## src/rtl/riscv_ctrl_pkg.sv

```systemverilog
`default_nettype none
// ============================================================================
//  Module      : riscv_ctrl_pkg
//  Description : Shared types and constants for the RISC-V run/load
//                sequencer: controller state encoding, halt-cause codes,
//                the SYSTEM-opcode halt instructions and their decoder.
//  Revision    : 1.0 - initial release
// ============================================================================
package riscv_ctrl_pkg;

  typedef enum logic [2:0] {
    ST_IDLE     = 3'd0,
    ST_LOAD     = 3'd1,
    ST_RST_HOLD = 3'd2,
    ST_RUN      = 3'd3,
    ST_DONE     = 3'd4
  } ctrl_state_t;

  typedef enum logic [1:0] {
    HALT_NONE    = 2'd0,
    HALT_ECALL   = 2'd1,  // ECALL or EBREAK fetched
    HALT_STOP    = 2'd2,  // external stop
    HALT_TIMEOUT = 2'd3   // RUN cycle limit reached
  } halt_cause_t;

  localparam logic [31:0] INSTR_ECALL  = 32'h00000073;
  localparam logic [31:0] INSTR_EBREAK = 32'h00100073;

  // Exact-match decode: only the canonical ECALL/EBREAK encodings halt.
  function automatic logic is_halt_instr(input logic [31:0] instr);
    return (instr == INSTR_ECALL) || (instr == INSTR_EBREAK);
  endfunction

endpackage
`default_nettype wire

```

## src/rtl/riscv_run_controller.sv

```systemverilog
`default_nettype none
// ============================================================================
//  Module      : riscv_run_controller
//  Description : Run/load sequencer for a single-cycle RISC-V datapath.
//                Streams a program into instruction memory, holds the core
//                in reset for RST_CYCLES, runs it under a clock-enable until
//                ECALL/EBREAK, stop or timeout, then freezes it (reset
//                released) so the register bank can be inspected.
//  Ports       : clk/rst           - clock, synchronous active-high reset
//                load_req/start    - level requests, sampled in IDLE/DONE
//                stop              - abort a run in progress
//                ld_*              - valid/ready program load stream
//                imem_*            - instruction-memory write port
//                instr/pc          - datapath fetch observation
//                core_rstn/core_en - datapath reset and clock-enable
//                busy/done/halt_*  - run status
//                load_words/ovf    - last-load status
//                cycle_count       - RUN cycles including the halting one
//  Revision    : 1.0 - initial release
// ============================================================================
module riscv_run_controller
  import riscv_ctrl_pkg::*;
#(
  parameter int IMEM_AW    = 10,
  parameter int RST_CYCLES = 2,
  parameter int CNT_W      = 32,
  parameter int MAX_CYCLES = 1000
) (
  input  logic               clk,
  input  logic               rst,
  input  logic               load_req,
  input  logic               start,
  input  logic               stop,
  input  logic               ld_valid,
  output logic               ld_ready,
  input  logic [31:0]        ld_data,
  input  logic               ld_last,
  output logic               imem_we,
  output logic [IMEM_AW-1:0] imem_waddr,
  output logic [31:0]        imem_wdata,
  input  logic [31:0]        instr,
  input  logic [31:0]        pc,
  output logic               core_rstn,
  output logic               core_en,
  output logic               busy,
  output logic               done,
  output logic [1:0]         halt_cause,
  output logic [31:0]        halt_pc,
  output logic [IMEM_AW:0]   load_words,
  output logic               load_ovf,
  output logic [CNT_W-1:0]   cycle_count
);

  localparam int                 c_hold_w       = (RST_CYCLES > 1) ? $clog2(RST_CYCLES) : 1;
  localparam logic [c_hold_w-1:0] c_hold_last   = c_hold_w'(RST_CYCLES - 1);
  localparam bit                 c_timeout_en   = (MAX_CYCLES != 0);
  // Timeout is judged on the pre-increment count so that the limit cycle
  // itself still executes with core_en high.
  localparam logic [CNT_W-1:0]   c_timeout_last = CNT_W'(MAX_CYCLES - 1);

  ctrl_state_t         r_state;
  ctrl_state_t         w_next_state;
  logic [IMEM_AW-1:0]  r_wptr;
  logic [c_hold_w-1:0] r_hold_cnt;
  logic [CNT_W-1:0]    r_cycle_count;
  logic [IMEM_AW:0]    r_load_words;
  logic                r_load_ovf;
  logic                r_core_rstn;
  logic                r_busy;
  logic                r_done;
  halt_cause_t         r_halt_cause;
  logic [31:0]         r_halt_pc;

  logic                w_halt;
  logic                w_ld_ready;
  logic                w_handshake;
  logic                w_wptr_last;
  logic                w_core_en;
  halt_cause_t         w_exit_cause;

  assign w_halt      = is_halt_instr(instr);
  assign w_handshake = ld_valid & w_ld_ready;
  assign w_wptr_last = &r_wptr;

  // ---------------------------------------------------------------- state reg
  always_ff @(posedge clk) begin
    if (rst) begin
      r_state <= ST_IDLE;
    end else begin
      r_state <= w_next_state;
    end
  end

  // --------------------------------------------------------------- next state
  always_comb begin
    w_next_state = r_state;
    unique case (r_state)
      ST_IDLE, ST_DONE: begin
        if (load_req) begin
          w_next_state = ST_LOAD;
        end else if (start) begin
          w_next_state = ST_RST_HOLD;
        end
      end
      ST_LOAD: begin
        // Either the stream ends or memory is full; an overflowing stream
        // is left un-drained for the host to notice via load_ovf.
        if (w_handshake && (ld_last || w_wptr_last)) begin
          w_next_state = ST_IDLE;
        end
      end
      ST_RST_HOLD: begin
        if (r_hold_cnt == c_hold_last) begin
          w_next_state = ST_RUN;
        end
      end
      ST_RUN: begin
        if (w_exit_cause != HALT_NONE) begin
          w_next_state = ST_DONE;
        end
      end
      default: w_next_state = ST_IDLE;
    endcase
  end

  // ------------------------------------------------------ combinational outs
  always_comb begin
    w_ld_ready   = (r_state == ST_LOAD);
    // Dropping the enable in the halting cycle keeps ECALL/EBREAK (and the
    // instruction under a stop) from committing.
    w_core_en    = (r_state == ST_RUN) && !w_halt && !stop;
    w_exit_cause = HALT_NONE;
    if (r_state == ST_RUN) begin
      if (w_halt) begin
        w_exit_cause = HALT_ECALL;
      end else if (stop) begin
        w_exit_cause = HALT_STOP;
      end else if (c_timeout_en && (r_cycle_count == c_timeout_last)) begin
        w_exit_cause = HALT_TIMEOUT;
      end
    end
  end

  assign ld_ready   = w_ld_ready;
  assign imem_we    = w_handshake;
  assign imem_waddr = r_wptr;
  assign imem_wdata = ld_data;
  assign core_en    = w_core_en;

  // ------------------------------------------------- counters and status regs
  always_ff @(posedge clk) begin
    if (rst) begin
      r_wptr        <= '0;
      r_hold_cnt    <= '0;
      r_cycle_count <= '0;
      r_load_words  <= '0;
      r_load_ovf    <= 1'b0;
      r_core_rstn   <= 1'b0;
      r_busy        <= 1'b0;
      r_done        <= 1'b0;
      r_halt_cause  <= HALT_NONE;
      r_halt_pc     <= '0;
    end else begin
      // Registered from the next state so they line up with r_state.
      r_core_rstn <= (w_next_state == ST_RUN) || (w_next_state == ST_DONE);
      r_busy      <= (w_next_state == ST_LOAD) || (w_next_state == ST_RST_HOLD) ||
                     (w_next_state == ST_RUN);
      unique case (r_state)
        ST_IDLE, ST_DONE: begin
          if (load_req) begin
            r_wptr       <= '0;
            r_load_words <= '0;
            r_load_ovf   <= 1'b0;
            r_done       <= 1'b0;
          end else if (start) begin
            r_done        <= 1'b0;
            r_halt_cause  <= HALT_NONE;
            r_hold_cnt    <= '0;
            r_cycle_count <= '0;
          end
        end
        ST_LOAD: begin
          if (w_handshake) begin
            r_wptr       <= r_wptr + 1'b1;
            r_load_words <= {1'b0, r_wptr} + 1'b1;
            if (!ld_last && w_wptr_last) begin
              r_load_ovf <= 1'b1;
            end
          end
        end
        ST_RST_HOLD: begin
          r_hold_cnt <= r_hold_cnt + 1'b1;
        end
        ST_RUN: begin
          if (r_cycle_count != '1) begin
            r_cycle_count <= r_cycle_count + 1'b1;
          end
          if (w_exit_cause != HALT_NONE) begin
            r_done       <= 1'b1;
            r_halt_cause <= w_exit_cause;
            r_halt_pc    <= pc;
          end
        end
        default: ;
      endcase
    end
  end

  assign core_rstn   = r_core_rstn;
  assign busy        = r_busy;
  assign done        = r_done;
  assign halt_cause  = r_halt_cause;
  assign halt_pc     = r_halt_pc;
  assign load_words  = r_load_words;
  assign load_ovf    = r_load_ovf;
  assign cycle_count = r_cycle_count;

endmodule
`default_nettype wire
```

## config.mk

```make
export PLATFORM = sky130hd
export DESIGN_NAME = riscv_run_controller
export DESIGN_NICKNAME = d
export VERILOG_FILES = /design/src/rtl/riscv_ctrl_pkg.sv /design/src/rtl/riscv_run_controller.sv
export SDC_FILE = /design/constraint.sdc
export NUM_CORES = 1
export LEC_CHECK = 0
export BUFFER_PORTS_ARGS = -buffer_cell sky130_fd_sc_hd__buf_4
export CORE_MARGIN = 10
export CORE_UTILIZATION = 48
export CTS_CLUSTER_DIAMETER = 150
export CTS_CLUSTER_SIZE = 30
export DETAILED_ROUTE_END_ITERATION = 8
export PLACE_DENSITY = 0.86
export SYNTH_ARGS = -nofsm -noshare
export SYNTH_HDL_FRONTEND = slang
export SYNTH_SLANG_ARGS = --single-unit
```

## constraint.sdc

```tcl
create_clock -name clk -period 3.75 [get_ports clk]
set_input_delay 0.375 -clock clk [delete_from_list [all_inputs] [get_ports clk]]
set_output_delay 0.375 -clock clk [all_outputs]
set_load 0.02 [all_outputs]
```

* Word level (Yosys, flattened, before mapping) *
Cells that the tools add are included.

word-level totals
  logic and storage cells = 96
  memories = 0
  memory bits (read-only) = 0
  input port bits = 103
  output and inout port bits = 126
  memory bits (writable) = 0
  bits in latches = 0
  flip-flop bits (word level) = 95

operators by class
  order comparisons = 0
  bitwise logic cells = 1
  mux-type cells = 34
  eq/ne operators = 20
  multiply operators = 0
  add/sub/neg operators = 4
  div/mod/pow operators = 0
  shift operators = 0
  reductions and logical operators = 26

operators by type and width
  cell                   count
  $mux 32                3
  $pmux 32 s2            1
  $add 32x1->32 const B  1
  $eq 32x10->1 const B   1
  $eq 32x21->1 const B   1
  $eq 32x7->1 const B    1
  $ne 32x32->1 const B   1
  $mux 11                2
  $pmux 11 s2            1
  $mux 10                2
  $pmux 10 s2            1
  $mux 3                 5
  $mux 2                 7
  $eq 3x2->1 const B     4
  $pmux 3 s4             1
  $reduce_and 4->1       3
  $add 10x1->11 const B  1
  $add 10x1->10 const B  1
  $reduce_and 10->1      1
  $reduce_and 3->1       3
  $ne 2x2->1 const B     4
  $reduce_bool 2->1      4
  $mux 1                 7
  $eq 3x1->1 const B     2
  13 further kinds       27

* Depth between registers and ports, before layout *
  depth after elaboration = 11
  depth in mapped cells = 8
  depth with buffers taken out = 7

* Worst setup path before layout *
Ideal clock, no wire load.

  path kind = register to register
  start point = reg r_cycle_count[18] (netlist: cycle_count[18])
  end point = reg r_cycle_count[14] (netlist: cycle_count[14])
  stages on the path, launching flop included = 8
  setup slack = 1.671 ns
  clock period less this slack = 2.079 ns
  arrival = 1.951 ns
  setup time = 0.128 ns
  cell sequence = dfxtp_1 > nand4_1 > nor4_2 > a31oi_4 > buf_2 > o2111ai_1 > xor2_1 > nor2_1

between the ends
  word-level cells in the longest chain between the ends = 3

ends and longest elaborated chain
  item                               RTL line                     source
  start, declared                    riscv_run_controller.sv:65   logic [CNT_W-1:0] r_cycle_count;
  start signal, assigned             riscv_run_controller.sv:196  r_cycle_count <= r_cycle_count + 1'b1;
  $ne 32x32->1                       riscv_run_controller.sv:195  if (r_cycle_count != '1) begin
  $ne 2x1->1 (no source line)        n/a
  $reduce_and 4->1 (no source line)  n/a

Every way passes these cells.
A chain may end at the register's enable or synchronous reset.

* Final worst setup path *
  start point = reg r_cycle_count[18] (netlist: cycle_count[18])
  end point = reg r_cycle_count[25] (netlist: cycle_count[25])

between the ends
  word-level cells in the longest chain between the ends = 3

ends and longest elaborated chain
  item                                             RTL line
  $add 32x1->32 or $ne 32x32->1 (tied branches)    riscv_run_controller.sv:196, riscv_run_controller.sv:195
  $mux 32 or $ne 2x1->1 (tied branches)            n/a
  $pmux 32 s2 or $reduce_and 4->1 (tied branches)  n/a

Parallel ways exist; a longest one is shown, timed or not. The select of a mux whose other input is x is not followed.

==> metrics <==
outcome finished, final reports clean; final period utilization 72.7%; net switching power of the design 0.000419 W; Detailed Routing Iterations Pass 1 5; launching point of the worst reg2reg path cycle_count[18]$_SDFFE_PP0P_; later-pin clock latency in the skew report 0.35 ns; Starting DRT DRC Count 205; hold-fix buffer count after cts 0; maximum number of pins on one net before global-route repair 49; setup TNS 0 ns; Tightest Hold Check Type in -> reg; clock power share 36.9%; final weighted congestion of routability-driven global placement 0.855; Die X 112 um; startpoint of the most critical setup path cycle_count[18]$_SDFFE_PP0P_; share of async-settable or async-resettable flops after synthesis 0%; Antenna diodes 0; Root Buffer Master sky130_fd_sc_hd__clkbuf_8; actual slew at the worst max-slew pin 0.794 ns; Power Total 0.00172 W; CTS Sinks 85; Worst setup EP type register; Final HPWL DP 9.19 mm; fmax 0.367 GHz; max-capacitance violation count 0; leading register cell type out of synthesis sky130_fd_sc_hd__dfxtp_1; register-to-register path setup slack 1.02 ns; layout filler cell count 706; internal power of the cells 0.00130 W; post-synth cell types 47; shortest clock period the worst path allows after layout 2.73 ns; area of the die 0.0126 sq mm; Total Nets Final 691; overall routing resource usage 17.5%; initial core utilization 49.6%; FF/Latch Area 0.00170 sq mm; post-detailed-route count of antenna-violating nets 0; setup skew after layout 0.0175 ns; initial antenna violation count 0; required time at the worst-slack endpoint 4.04 ns; crit path to cycle_count[25]$_SDFFE_PP0P_; worst-case headroom to the max-slew limit 47.0%; fraction of power consumed by combinational cells 9.4%; final hold violation count 0; pwr/cell area 327 mW/mm^2; Warnings, synthesis 0; part of the total power dissipated in sequential elements 53.7%; ratio of cells with drive above 1 in the final layout 33.1%; DRC violations left 0; cell count of the worst reg-to-reg path 6; largest fanout of any net on the critical path 15; post-CTS repair timing setup buffer count 0; final wirelength 11.8 mm; routed wirelength normalized by instance count 16.9 um; multi-input combinational cell area 0.00197 sq mm; Die Y-Extent 112 um; Num CTS Buffers 9; number of failing setup endpoints in the final timing report 0; total vias in the final route 3822; maximum resistive drop on vdd 0.000177 V; Max H-tree Level 3; area of the core 0.00826 sq mm; reg2reg end cycle_count[25]$_SDFFE_PP0P_; top-level port count 229; post-synthesis instance area 0.00410 sq mm; Via density 5.50; switching part of the total 24.4%; syn avg cell area 8.78 sq um; buffers added on ports 163; critical path arrival 3.01 ns; type of the setup path with the least slack reg -> reg; number of nets in the synthesized netlist 572; layout-stage area growth over the synthesis result 28.4%; wire length of the first global-routing pass 18.6 mm; Mapped Cells 467; residual overflow from global routing 0; Lkg Pwr 2.35 nW; count of flip-flops with a built-in enable after synthesis 0; CTS tree built; Synth Register Bits 85; total of cells resized after clock tree synthesis 0; Max Transition Viols Final 0; via count of the first global-routing pass 3720; Core Rows 33; unrepaired setup endpoints after global routing no; clock edge transition at the registers on the reported setup and hold paths 0.10 ns; sequential element share of the synthesized area 41.5%; element type at the critical path start register; Clock Tree Buf Depth 2
==> kinds of logic (layout without fill, tap and decap cells) <==
kind of cell | count (synthesis) | in the layout | share of synthesized area (%)
AO/OA/AOI/OAI | 67 | 67 | 10.3
XOR/XNOR | 22 | 22 | 4.70
adder cells (fa/ha/maj) | 2 | 2 | 0.610
buffers and inverters | 65 | 188 | 10.5
flip-flops | 85 | 85 | 41.5
multiplexers | 34 | 34 | 8.30
AND/OR/NAND/NOR | 192 | 192 | 24.1
==> synth_stat cells (all sizes together) (4+ instances only) <==
cell | count | area, sq um
inv | 7 | 26.3
nor4 | 13 | 93.8
nor3 | 14 | 80.1
nor4b | 5 | 50.0
clkbuf | 9 | 33.8
nand2 | 26 | 97.6
and3 | 7 | 43.8
mux2i | 34 | 340
buf | 49 | 370
or2 | 4 | 27.5
xor2 | 16 | 140
dfxtp | 85 | 1700
xnor2 | 6 | 52.6
a21oi | 26 | 130
o2111ai | 5 | 43.8
nand4 | 13 | 81.3
o21ai | 23 | 115
nor2 | 73 | 274
nand3 | 10 | 50.1
or3 | 17 | 106
==> worst max-delay path: stages, from the launching register on <==
cell,delay [ns]
sky130_fd_sc_hd__dfxtp_1,0.47
sky130_fd_sc_hd__nand4_1,0.29
sky130_fd_sc_hd__nor4_2,0.51
sky130_fd_sc_hd__a31oi_4,0.28
sky130_fd_sc_hd__o2111ai_1,0.73
sky130_fd_sc_hd__o21ai_0,0.22
sky130_fd_sc_hd__a21oi_1,0.15
==> flip-flops by register name, indices dropped and copies added, names as in the netlist <==
signal and cells:
imem_waddr 9, cycle_count 32, halt_pc 32, load_ovf 1, core_rstn 1, load_words 2, r_hold_cnt 1, busy 1
done 1, halt_cause 2, r_state 3
==> metrics by stage <==
step	hold WS, ns	setup slack, ns	std cells	instance area, sq um	util [%]
after floorplan	0.473	1.67	467	4100	-
after global placement	0.464	1.17	680	5070	61.4
after detailed placement	0.474	1.10	680	5070	61.4
after CTS	0.242	1.06	695	5260	63.7
after global routing	0.246	0.699	695	5260	63.7
final	0.253	1.02	695	5260	63.7
==> cells in the final DEF, fill, tap and decap left out, types with 2 or more instances in the layout <==
cell type,Yosys,routed
sky130_fd_sc_hd__inv_1,6,6
sky130_fd_sc_hd__clkbuf_8,0,9
sky130_fd_sc_hd__nand3_1,10,10
sky130_fd_sc_hd__o211ai_1,2,2
sky130_fd_sc_hd__o2111ai_1,5,5
sky130_fd_sc_hd__nand3b_1,3,3
sky130_fd_sc_hd__o21ai_0,22,22
sky130_fd_sc_hd__buf_4,43,166
sky130_fd_sc_hd__mux2i_1,34,34
sky130_fd_sc_hd__nor4_1,11,11
sky130_fd_sc_hd__clkinvlp_4,0,3
sky130_fd_sc_hd__or2_2,3,3
sky130_fd_sc_hd__xor2_1,16,16
sky130_fd_sc_hd__and4bb_2,2,2
sky130_fd_sc_hd__a21oi_1,26,26
sky130_fd_sc_hd__xnor2_1,6,6
sky130_fd_sc_hd__nor3_1,12,12
sky130_fd_sc_hd__nand2_1,26,26
sky130_fd_sc_hd__nor2_1,73,73
sky130_fd_sc_hd__dfxtp_1,85,85
sky130_fd_sc_hd__ha_1,2,2
sky130_fd_sc_hd__nor3_2,2,2
sky130_fd_sc_hd__nor4_2,2,2
sky130_fd_sc_hd__nor4b_1,4,4
sky130_fd_sc_hd__nand2b_1,3,3
sky130_fd_sc_hd__and3_1,7,7
sky130_fd_sc_hd__or3_1,17,17
sky130_fd_sc_hd__nand4_1,13,13
==> routing by layer <==
layer  global-route usage [%]  routed length [um]  vias up
met5                        0                   0        -
met4                     8.29                 279        0
met2                     30.4                6050      153
li1                         -                   -     1843
met3                     6.23                1010       37
met1                     18.6                4410     1789
==> power by group through the flow <==
stage / Sequential (W) / Combinational (W) / Clock [W]
after floorplan: 0.000951 / 0.000115 / 0
after global placement: 0.000943 / 0.000157 / 0
after detailed placement: 0.000944 / 0.000161 / 0
after CTS: 0.000923 / 0.000163 / 0.000653
after global routing: 0.000924 / 0.000175 / 0.000691
final: 0.000923 / 0.000161 / 0.000635
==> worst min path at each step <==
stage	from	endpoint	slack (ns)	depth (start not counted)
global placement	halt_cause[1]$_SDFFE_PP0P_	halt_cause[1]$_SDFFE_PP0P_	0.46	2
floorplan	r_hold_cnt$_SDFFE_PP0P_	r_hold_cnt$_SDFFE_PP0P_	0.47	2
CTS	pc[3]	halt_pc[3]$_SDFFE_PP0P_	0.24	3
detailed placement	halt_cause[1]$_SDFFE_PP0P_	halt_cause[1]$_SDFFE_PP0P_	0.47	2
global route	pc[28]	halt_pc[28]$_SDFFE_PP0P_	0.25	3
finish	pc[3]	halt_pc[3]$_SDFFE_PP0P_	0.25	3
==> cell type report <==
class	instances	share of cell area, %
Tap cell	105	2.50
Clock buffer	10	2.43
Inverter	7	0.499
Clock inverter	5	1.17
Timing Repair Buffer	166	23.7
Multi-Input combinational cell	317	37.4
Sequential cell	85	32.3
No activity file was read; power rests on OpenSTA's default activity.
